### src/rtl/pipe_hazard_ctrl.sv
// -----------------------------------------------------------------------------
// pipe_hazard_ctrl
// Hazard controller for a short in-order pipeline. It detects load-use
// hazards between the EX and ID stages, requests EX->ID forwarding for ALU
// results, and sequences the stall, bubble and flush controls for taken
// redirects and for a data memory that is not ready.
//
// Ports
//   clk, rst                   clock; synchronous active-low reset
//   id_valid                   ID stage holds a real instruction
//   id_rs1_addr, id_rs2_addr   ID source register indices
//   id_uses_rs1, id_uses_rs2   ID instruction reads that source
//   ex_valid                   EX stage holds a real instruction
//   ex_rd_addr                 EX destination register
//   ex_wb_en, ex_wb_from_mem   EX writes back / writeback comes from a load
//   ex_redirect                EX resolved a taken jump/branch this cycle
//   mem_busy                   data memory not ready, whole pipe holds
//   stall_front                hold PC and IF/ID
//   stall_id_ex                hold ID/EX
//   bubble_id                  suppress the instruction entering EX
//   flush_if_id                invalidate IF/ID
//   rs1_take_prev1, rs2_take_prev1  forward EX result to the ID operand
//   state                      RUN=0, LOAD_STALL=1, FLUSH=2, MEM_WAIT=3
//   stall_cnt, flush_cnt       saturating event counters
//
// Control outputs are a combinational decode of the registered state and
// the current inputs so they act in the same cycle the event is seen.
// -----------------------------------------------------------------------------
module pipe_hazard_ctrl (
    input  logic        clk,
    input  logic        rst,
    input  logic        id_valid,
    input  logic [4:0]  id_rs1_addr,
    input  logic [4:0]  id_rs2_addr,
    input  logic        id_uses_rs1,
    input  logic        id_uses_rs2,
    input  logic        ex_valid,
    input  logic [4:0]  ex_rd_addr,
    input  logic        ex_wb_en,
    input  logic        ex_wb_from_mem,
    input  logic        ex_redirect,
    input  logic        mem_busy,
    output logic        stall_front,
    output logic        stall_id_ex,
    output logic        bubble_id,
    output logic        flush_if_id,
    output logic        rs1_take_prev1,
    output logic        rs2_take_prev1,
    output logic [1:0]  state,
    output logic [15:0] stall_cnt,
    output logic [15:0] flush_cnt
);

    typedef enum logic [1:0] {
        ST_RUN        = 2'd0,
        ST_LOAD_STALL = 2'd1,
        ST_FLUSH      = 2'd2,
        ST_MEM_WAIT   = 2'd3
    } state_t;

    state_t      state_q;
    state_t      state_d;
    state_t      cur_s;
    logic [15:0] stall_cnt_q;
    logic [15:0] stall_cnt_d;
    logic [15:0] flush_cnt_q;
    logic [15:0] flush_cnt_d;
    logic        ex_writes_s;
    logic        rs1_match_s;
    logic        rs2_match_s;
    logic        load_use_s;
    logic        fwd1_s;
    logic        fwd2_s;
    logic        flush_evt_s;
    logic        sf_s;
    logic        sie_s;
    logic        bub_s;
    logic        fl_s;

    // Register-match terms; x0 never hazards nor forwards.
    always_comb begin
        ex_writes_s = ex_valid & ex_wb_en & (ex_rd_addr != 5'd0);
        rs1_match_s = id_uses_rs1 & (id_rs1_addr == ex_rd_addr);
        rs2_match_s = id_uses_rs2 & (id_rs2_addr == ex_rd_addr);
        load_use_s  = ex_writes_s & ex_wb_from_mem & id_valid & (rs1_match_s | rs2_match_s);
        fwd1_s      = ex_writes_s & ~ex_wb_from_mem & rs1_match_s;
        fwd2_s      = ex_writes_s & ~ex_wb_from_mem & rs2_match_s;
    end

    // While reset is held the outputs decode as if the FSM were in RUN.
    always_comb begin
        if (!rst) begin
            cur_s = ST_RUN;
        end else begin
            cur_s = state_q;
        end
    end

    // Control decode and next-state selection.
    always_comb begin
        sf_s           = 1'b0;
        sie_s          = 1'b0;
        bub_s          = 1'b0;
        fl_s           = 1'b0;
        rs1_take_prev1 = 1'b0;
        rs2_take_prev1 = 1'b0;
        flush_evt_s    = 1'b0;
        state_d        = cur_s;
        case (cur_s)
            ST_RUN: begin
                if (mem_busy) begin
                    sf_s    = 1'b1;
                    sie_s   = 1'b1;
                    state_d = ST_MEM_WAIT;
                end else if (ex_redirect) begin
                    fl_s        = 1'b1;
                    bub_s       = 1'b1;
                    flush_evt_s = 1'b1;
                    state_d     = ST_FLUSH;
                end else if (load_use_s) begin
                    sf_s    = 1'b1;
                    bub_s   = 1'b1;
                    state_d = ST_LOAD_STALL;
                end else begin
                    // Only reached with no stall/bubble, so forwarding is safe.
                    rs1_take_prev1 = fwd1_s;
                    rs2_take_prev1 = fwd2_s;
                    state_d        = ST_RUN;
                end
            end
            ST_LOAD_STALL: begin
                if (mem_busy) begin
                    state_d = ST_MEM_WAIT;
                end else begin
                    state_d = ST_RUN;
                end
            end
            ST_FLUSH: begin
                // The second half of the redirect bubble is always issued.
                bub_s = 1'b1;
                if (mem_busy) begin
                    state_d = ST_MEM_WAIT;
                end else begin
                    state_d = ST_RUN;
                end
            end
            ST_MEM_WAIT: begin
                if (mem_busy) begin
                    sf_s    = 1'b1;
                    sie_s   = 1'b1;
                    state_d = ST_MEM_WAIT;
                end else begin
                    state_d = ST_RUN;
                end
            end
            default: begin
                state_d = ST_RUN;
            end
        endcase
    end

    // Saturating counter next values.
    always_comb begin
        if (sf_s && (stall_cnt_q != 16'hFFFF)) begin
            stall_cnt_d = stall_cnt_q + 16'd1;
        end else begin
            stall_cnt_d = stall_cnt_q;
        end
        if (flush_evt_s && (flush_cnt_q != 16'hFFFF)) begin
            flush_cnt_d = flush_cnt_q + 16'd1;
        end else begin
            flush_cnt_d = flush_cnt_q;
        end
    end

    // FSM state and event counters.
    always_ff @(posedge clk) begin
        if (!rst) begin
            state_q     <= ST_RUN;
            stall_cnt_q <= 16'd0;
            flush_cnt_q <= 16'd0;
        end else begin
            state_q     <= state_d;
            stall_cnt_q <= stall_cnt_d;
            flush_cnt_q <= flush_cnt_d;
        end
    end

    assign stall_front = sf_s;
    assign stall_id_ex = sie_s;
    assign bubble_id   = bub_s;
    assign flush_if_id = fl_s;
    assign state       = state_q;
    assign stall_cnt   = stall_cnt_q;
    assign flush_cnt   = flush_cnt_q;

endmodule

### config.mk
export PLATFORM = sky130hd
export DESIGN_NAME = pipe_hazard_ctrl
export DESIGN_NICKNAME = d
export VERILOG_FILES = /design/src/rtl/pipe_hazard_ctrl.sv
export SDC_FILE = /design/constraint.sdc
export NUM_CORES = 1
export LEC_CHECK = 0
export BUFFER_PORTS_ARGS = -buffer_cell sky130_fd_sc_hd__buf_2
export CAP_MARGIN = 20
export CORE_MARGIN = 3
export CORE_UTILIZATION = 40
export CTS_BUF_LIST = sky130_fd_sc_hd__clkbuf_8
export CTS_CLUSTER_DIAMETER = 40
export DETAILED_ROUTE_END_ITERATION = 7
export GPL_TIMING_DRIVEN = 1
export PLACE_DENSITY = 0.67
export RECOVER_POWER = 100
export REMOVE_ABC_BUFFERS = 1
export SYNTH_ARGS = -nofsm -noshare
export SYNTH_HDL_FRONTEND = slang
export SYNTH_SLANG_ARGS = --single-unit
### constraint.sdc
create_clock -name clk -period 2.3 [get_ports clk]
set_clock_uncertainty 0.1 [all_clocks]
set_input_delay 0.23 -clock clk [delete_from_list [all_inputs] [get_ports clk]]
set_output_delay 0.23 -clock clk [all_outputs]
set_load 0.02 [all_outputs]
* Yosys cells after proc, flatten, opt, wreduce, memory -nomap -nowiden *
Index checks and enable logic that the tools add are counted.

storage, ports and cells
  output and inout bits = 40
  register bits = 34
  bits of input ports = 25
  logic and storage cells = 56

cells by class
  add/sub/neg operators = 2
  bitwise operators = 12
  reduce and logical (&&, ||, !) cells = 6
  equality and inequality tests = 7
  mux-type cells = 26

operators by type and width
  kind                                                                   count
  16-bit by 1-bit adder with 16-bit output, second input constant        2
  16-bit != test, second input constant                                  2
  1-bit two-way mux                                                      19
  1-bit bitwise AND                                                      10
  5-bit equality test                                                    2
  2-bit two-way mux                                                      4
  5-bit nonzero test                                                     1
  2-bit equality test, second input constant                             2
  1-bit one-hot mux with 2 select lines                                  2
  2-bit one-hot mux with 2 select lines                                  1
  3-bit OR reduction                                                     1
  2-bit by 1-bit equality test with 1-bit output, second input constant  1
  1-bit logical AND                                                      2
  2-bit zero test                                                        1
  2-bit OR reduction                                                     1
  1-bit NOT                                                              1
  1-bit bitwise OR                                                       1

* Logic depth before layout (Yosys ltp) *
  word-level depth = 10
  mapped depth = 11
  mapped depth without buffers = 9

* Worst setup path before layout *
OpenSTA, ideal clock, no wires.

  path kind = input port to flip-flop
  start point = in rst
  end point = reg flush_cnt_q[13] (netlist: flush_cnt[13])
  data arrival time = 2.138 ns
  path buffers = 1
  library setup time = 0.115 ns
  data required time = 2.085 ns
  stages on the path = 10
  setup slack = -0.053 ns
  cells stage by stage = clkbuf_1 -> nand2_1 -> ha_1 -> and3b_1 -> inv_1 -> a2111oi_2 -> nor3b_1 -> nand2_1 -> xnor2_1 -> and2_1

between the ends
  cells in the longest elaborated chain, start to end = 4

RTL lines
  element               RTL line  source
  start, declared       31        input logic rst,
  2-bit two-way mux     92        if (!rst) begin
  2-bit zero test       n/a
  1-bit two-way mux     n/a
  net flush_if_id       46        output logic flush_if_id,
  1-bit logical AND     169       if (flush_evt_s && (flush_cnt_q != 16'hFFFF)) begin
  end signal, assigned  185       flush_cnt_q <= flush_cnt_d;
  end, declared         66        logic [15:0] flush_cnt_q;

The timed path passes the listed nets, and every way through them passes these cells.
A chain may end at the register's enable or synchronous reset.

* Final worst setup path *
  start point = reg stall_cnt_q[2] (netlist: stall_cnt[2])
  end point = reg stall_cnt_q[15] (netlist: stall_cnt[15])

between the ends
  cells in the longest elaborated chain, start to end = 2
  elaborated cells on any way between the ends = 3
  classes of those cells = add/sub (1); eq/ne (1); reduce/logical (1)

RTL lines
  element                                                                           RTL line  source
  start, declared                                                                   64        logic [15:0] stall_cnt_q;
  start signal, assigned                                                            184       stall_cnt_q <= stall_cnt_d;
  branches (longest 2 deep; another with 16-bit by 1-bit adder with 16-bit output)  n/a

Several ways; the timed one is not identified.

==> impl_metrics.toml <==
[critical_path]
critPathMaxStageDelay_ps = 410
reg2reg_slack_ps = 180
slowest_stage = "dfxtp_1"
crit_family = "simple AND/OR/NAND/NOR gates"
worstSetupEndpoint = "stall_cnt[15]"
worstPathCellList = "and3_1, nand4_1, nand2b_1, a31oi_1, o211ai_1, or3_1, a21oi_1"
crit_fanout = 6
crit_path_end_kind = "flop"
setup.worst_path.start = "stall_cnt[2]"
r2r-end = "stall_cnt[15]"
critPathLaunchType = "flop"
cp.required_ps = 2410
worst_ep_arrival_time_ps = 2230
crit_buf_inv = 0
crit_cells = 7
worstRegToRegCells = 7
reg2reg_from = "stall_cnt[2]"
critPathKind = "reg2reg"

[synthesis]
synth.largest_area_cell = "dfxtp_1"
synthArstFlopShare_pct = 0
synth_area_leaders = "dfxtp_1 (36%), xor2_1 (7.9%), nor2_1 (4.6%)"
synth_area_per_cell_um2 = 8.538
synth_common_cells = "dfxtp_1 (34), nor2_1 (23), xor2_1 (17), nand2_1 (16), a21oi_1 (15)"
synth_edf_count = 0
synth_seq_area_share_pct = 36.07
yosysWarnings = 0
yosysUniqueCellTypes = 40
yosysMostFrequentCell = "dfxtp_1"
synth_top_area_share_pct = 36.07
syn-cell-area_um2 = 1887
synth_cells = 221
synth_flop_cell = "dfxtp_1"
ys_ff_latch = 34

[clock_network]
clkTransAtPathRegs_ps = 70
clock-root-buffer = "clkbuf_8"
cts_sinks = 34
cts_tree = "done"
htree_levels = 2
cts_hold_buffers = 0
insertion_delay_ps = 280
cts_buffers = 5
cts_buffer_depth = 2

[placement]
placed_area_um2 = 2336
hpwl_mm = 3.369
pre_cts_slack_ps = -102.7
routabilityCongestion = 0.7701
io_buffers = 64

[routing]
vias_per_cell = 5.171
ant_nets = 0
route.detailed.drc = 0
drt-total-wl_mm = 4.402
wire_per_inst_um = 12.54
via_count = 1815
drt_first_iter_violations = 56
firstDrtPassIters = 4

[finish]
final_layout_size_suffix_gt1_share_pct = 19.40
regArea_um2 = 680.7
postLayoutCellArea_um2 = 2390
num-fill-cells = 448
area_growth_pct = 26.66
diodes = 0
multiInputGateArea_um2 = 1162
final_nets = 330

[die]
core_area_um2 = 4444
ios = 65
dieArea_um2 = 5577
initial_core_util_pct = 42.45
rows = 24
die_height_um = 74.68
die_w_um = 74.68

[power]
powerDensity_nw_per_um2 = 494.0
leakagePower_nw = 0.9064
ir_worst_vdd_mv = 0.3405

[timing]
hold_viol = 0
setup_ws_ps = 183.5
period_minus_slack_ps = 2116
finalSetupViolCount = 0
max_freq_ghz = 0.4725
period_share_pct = 92.02
slew_violations = 0
worstMarginPinSlew_ps = 485.9
timing.slew.headroom_pct = 67.56

[job]
maxCapViolCount = 0

[grt]
grt.total_usage_pct = 15.85
grt_pass1_vias = 1639
grt_max_degree = 29
grt_pass1_wl_mm = 6.941
antenna_found_initial = 0
gr-total-overflow = 0

[outcome]
status = "complete, no violations"

[worst_hold_path]
hp-class = "in2reg"
-- sequential cells by signal, indices dropped and copies added, names as in the netlist --
register   count
flush_cnt     16
stall_cnt     16
state          2
-- per-layer routing --
layer	global-route usage, %	vias to the layer above	routed length [um]
met1	20.39	829	2010
met4	4.743	0	37
li1	-	944	-
met3	4.406	6	232
met5	0	-	0
met2	25.95	36	2121
-- logic make-up (layout without fill, tap and decap cells) --
group | Yosys count | after routing | synth area share [%]
AO/OA/AOI/OAI | 41 | 41 | 15.65
XOR/XNOR | 26 | 26 | 12.07
adder cells (fa/ha/maj) | 6 | 6 | 3.979
buffers and inverters | 15 | 93 | 3.581
flip-flops | 34 | 34 | 36.07
multiplexers | 2 | 2 | 1.061
AND/OR/NAND/NOR | 97 | 97 | 27.59
-- area by class of cell --
class	count	share of cell area [%]
Clock buffer	5	2.880
Sequential cell	34	28.48
Multi-Input combinational cell	172	48.64
Timing Repair Buffer	77	15.45
Tap cell	52	2.723
Inverter	9	1.414
Clock inverter	2	0.4188
-- cells in the final DEF, fill, tap and decap left out, types with 5 or more instances in the layout --
| cell | count |
|---|---|
| buf_4 | 12 |
| or4_1 | 7 |
| nand4_1 | 7 |
| clkbuf_8 | 5 |
| nand3_1 | 13 |
| clkbuf_1 | 37 |
| ha_1 | 6 |
| inv_1 | 8 |
| dfxtp_1 | 34 |
| nor2_1 | 23 |
| and3_1 | 5 |
| o31ai_1 | 7 |
| o21a_1 | 7 |
| a21oi_1 | 14 |
| xor2_1 | 17 |
| nand2_1 | 16 |
| buf_2 | 28 |
| xnor2_1 | 9 |
| nor3_1 | 5 |
-- power breakdown --
part / internal [mW] / switching [mW]
Sequential: 0.596 / 0.0104
Combinational: 0.0640 / 0.0934
Clock: 0.203 / 0.213
Total: 0.863 / 0.317
-- per-stage QoR --
| stage | setup TNS (ps) | hold slack (ps) | instances | utilization, % | power, mW |
|---|---|---|---|---|---|
| final | 0 | 111.4 | 351 | 53.77 | 1.181 |
| after global routing | -3.785 | 118.6 | 351 | 53.77 | 1.242 |
| after CTS | 0 | 103.0 | 351 | 54.34 | 1.195 |
| after detailed placement | -468.2 | 381.1 | 344 | 52.56 | 0.7781 |
| after global placement | -747.8 | 384.0 | 344 | 52.56 | 0.7753 |
| after floorplan | -7.453 | 247.4 | 215 | - | 0.7033 |
-- worst min-delay path by stage --
stage               slack (ps)     startpoint       endpoint  depth (start not counted)
floorplan                  250       mem_busy       state[0]                          2
global placement           380  stall_cnt[10]  stall_cnt[10]                          2
detailed placement         380  stall_cnt[10]  stall_cnt[10]                          2
CTS                        100            rst  flush_cnt[13]                          2
global route               120            rst  flush_cnt[13]                          2
finish                     110            rst  flush_cnt[13]                          2
-- timing repair --
action                     in CTS  in global routing
setup endpoints to repair       0                  3
setup buffers                   0                  0
gates resized for setup         0                  4
No activity file was read; power rests on OpenSTA's default activity.
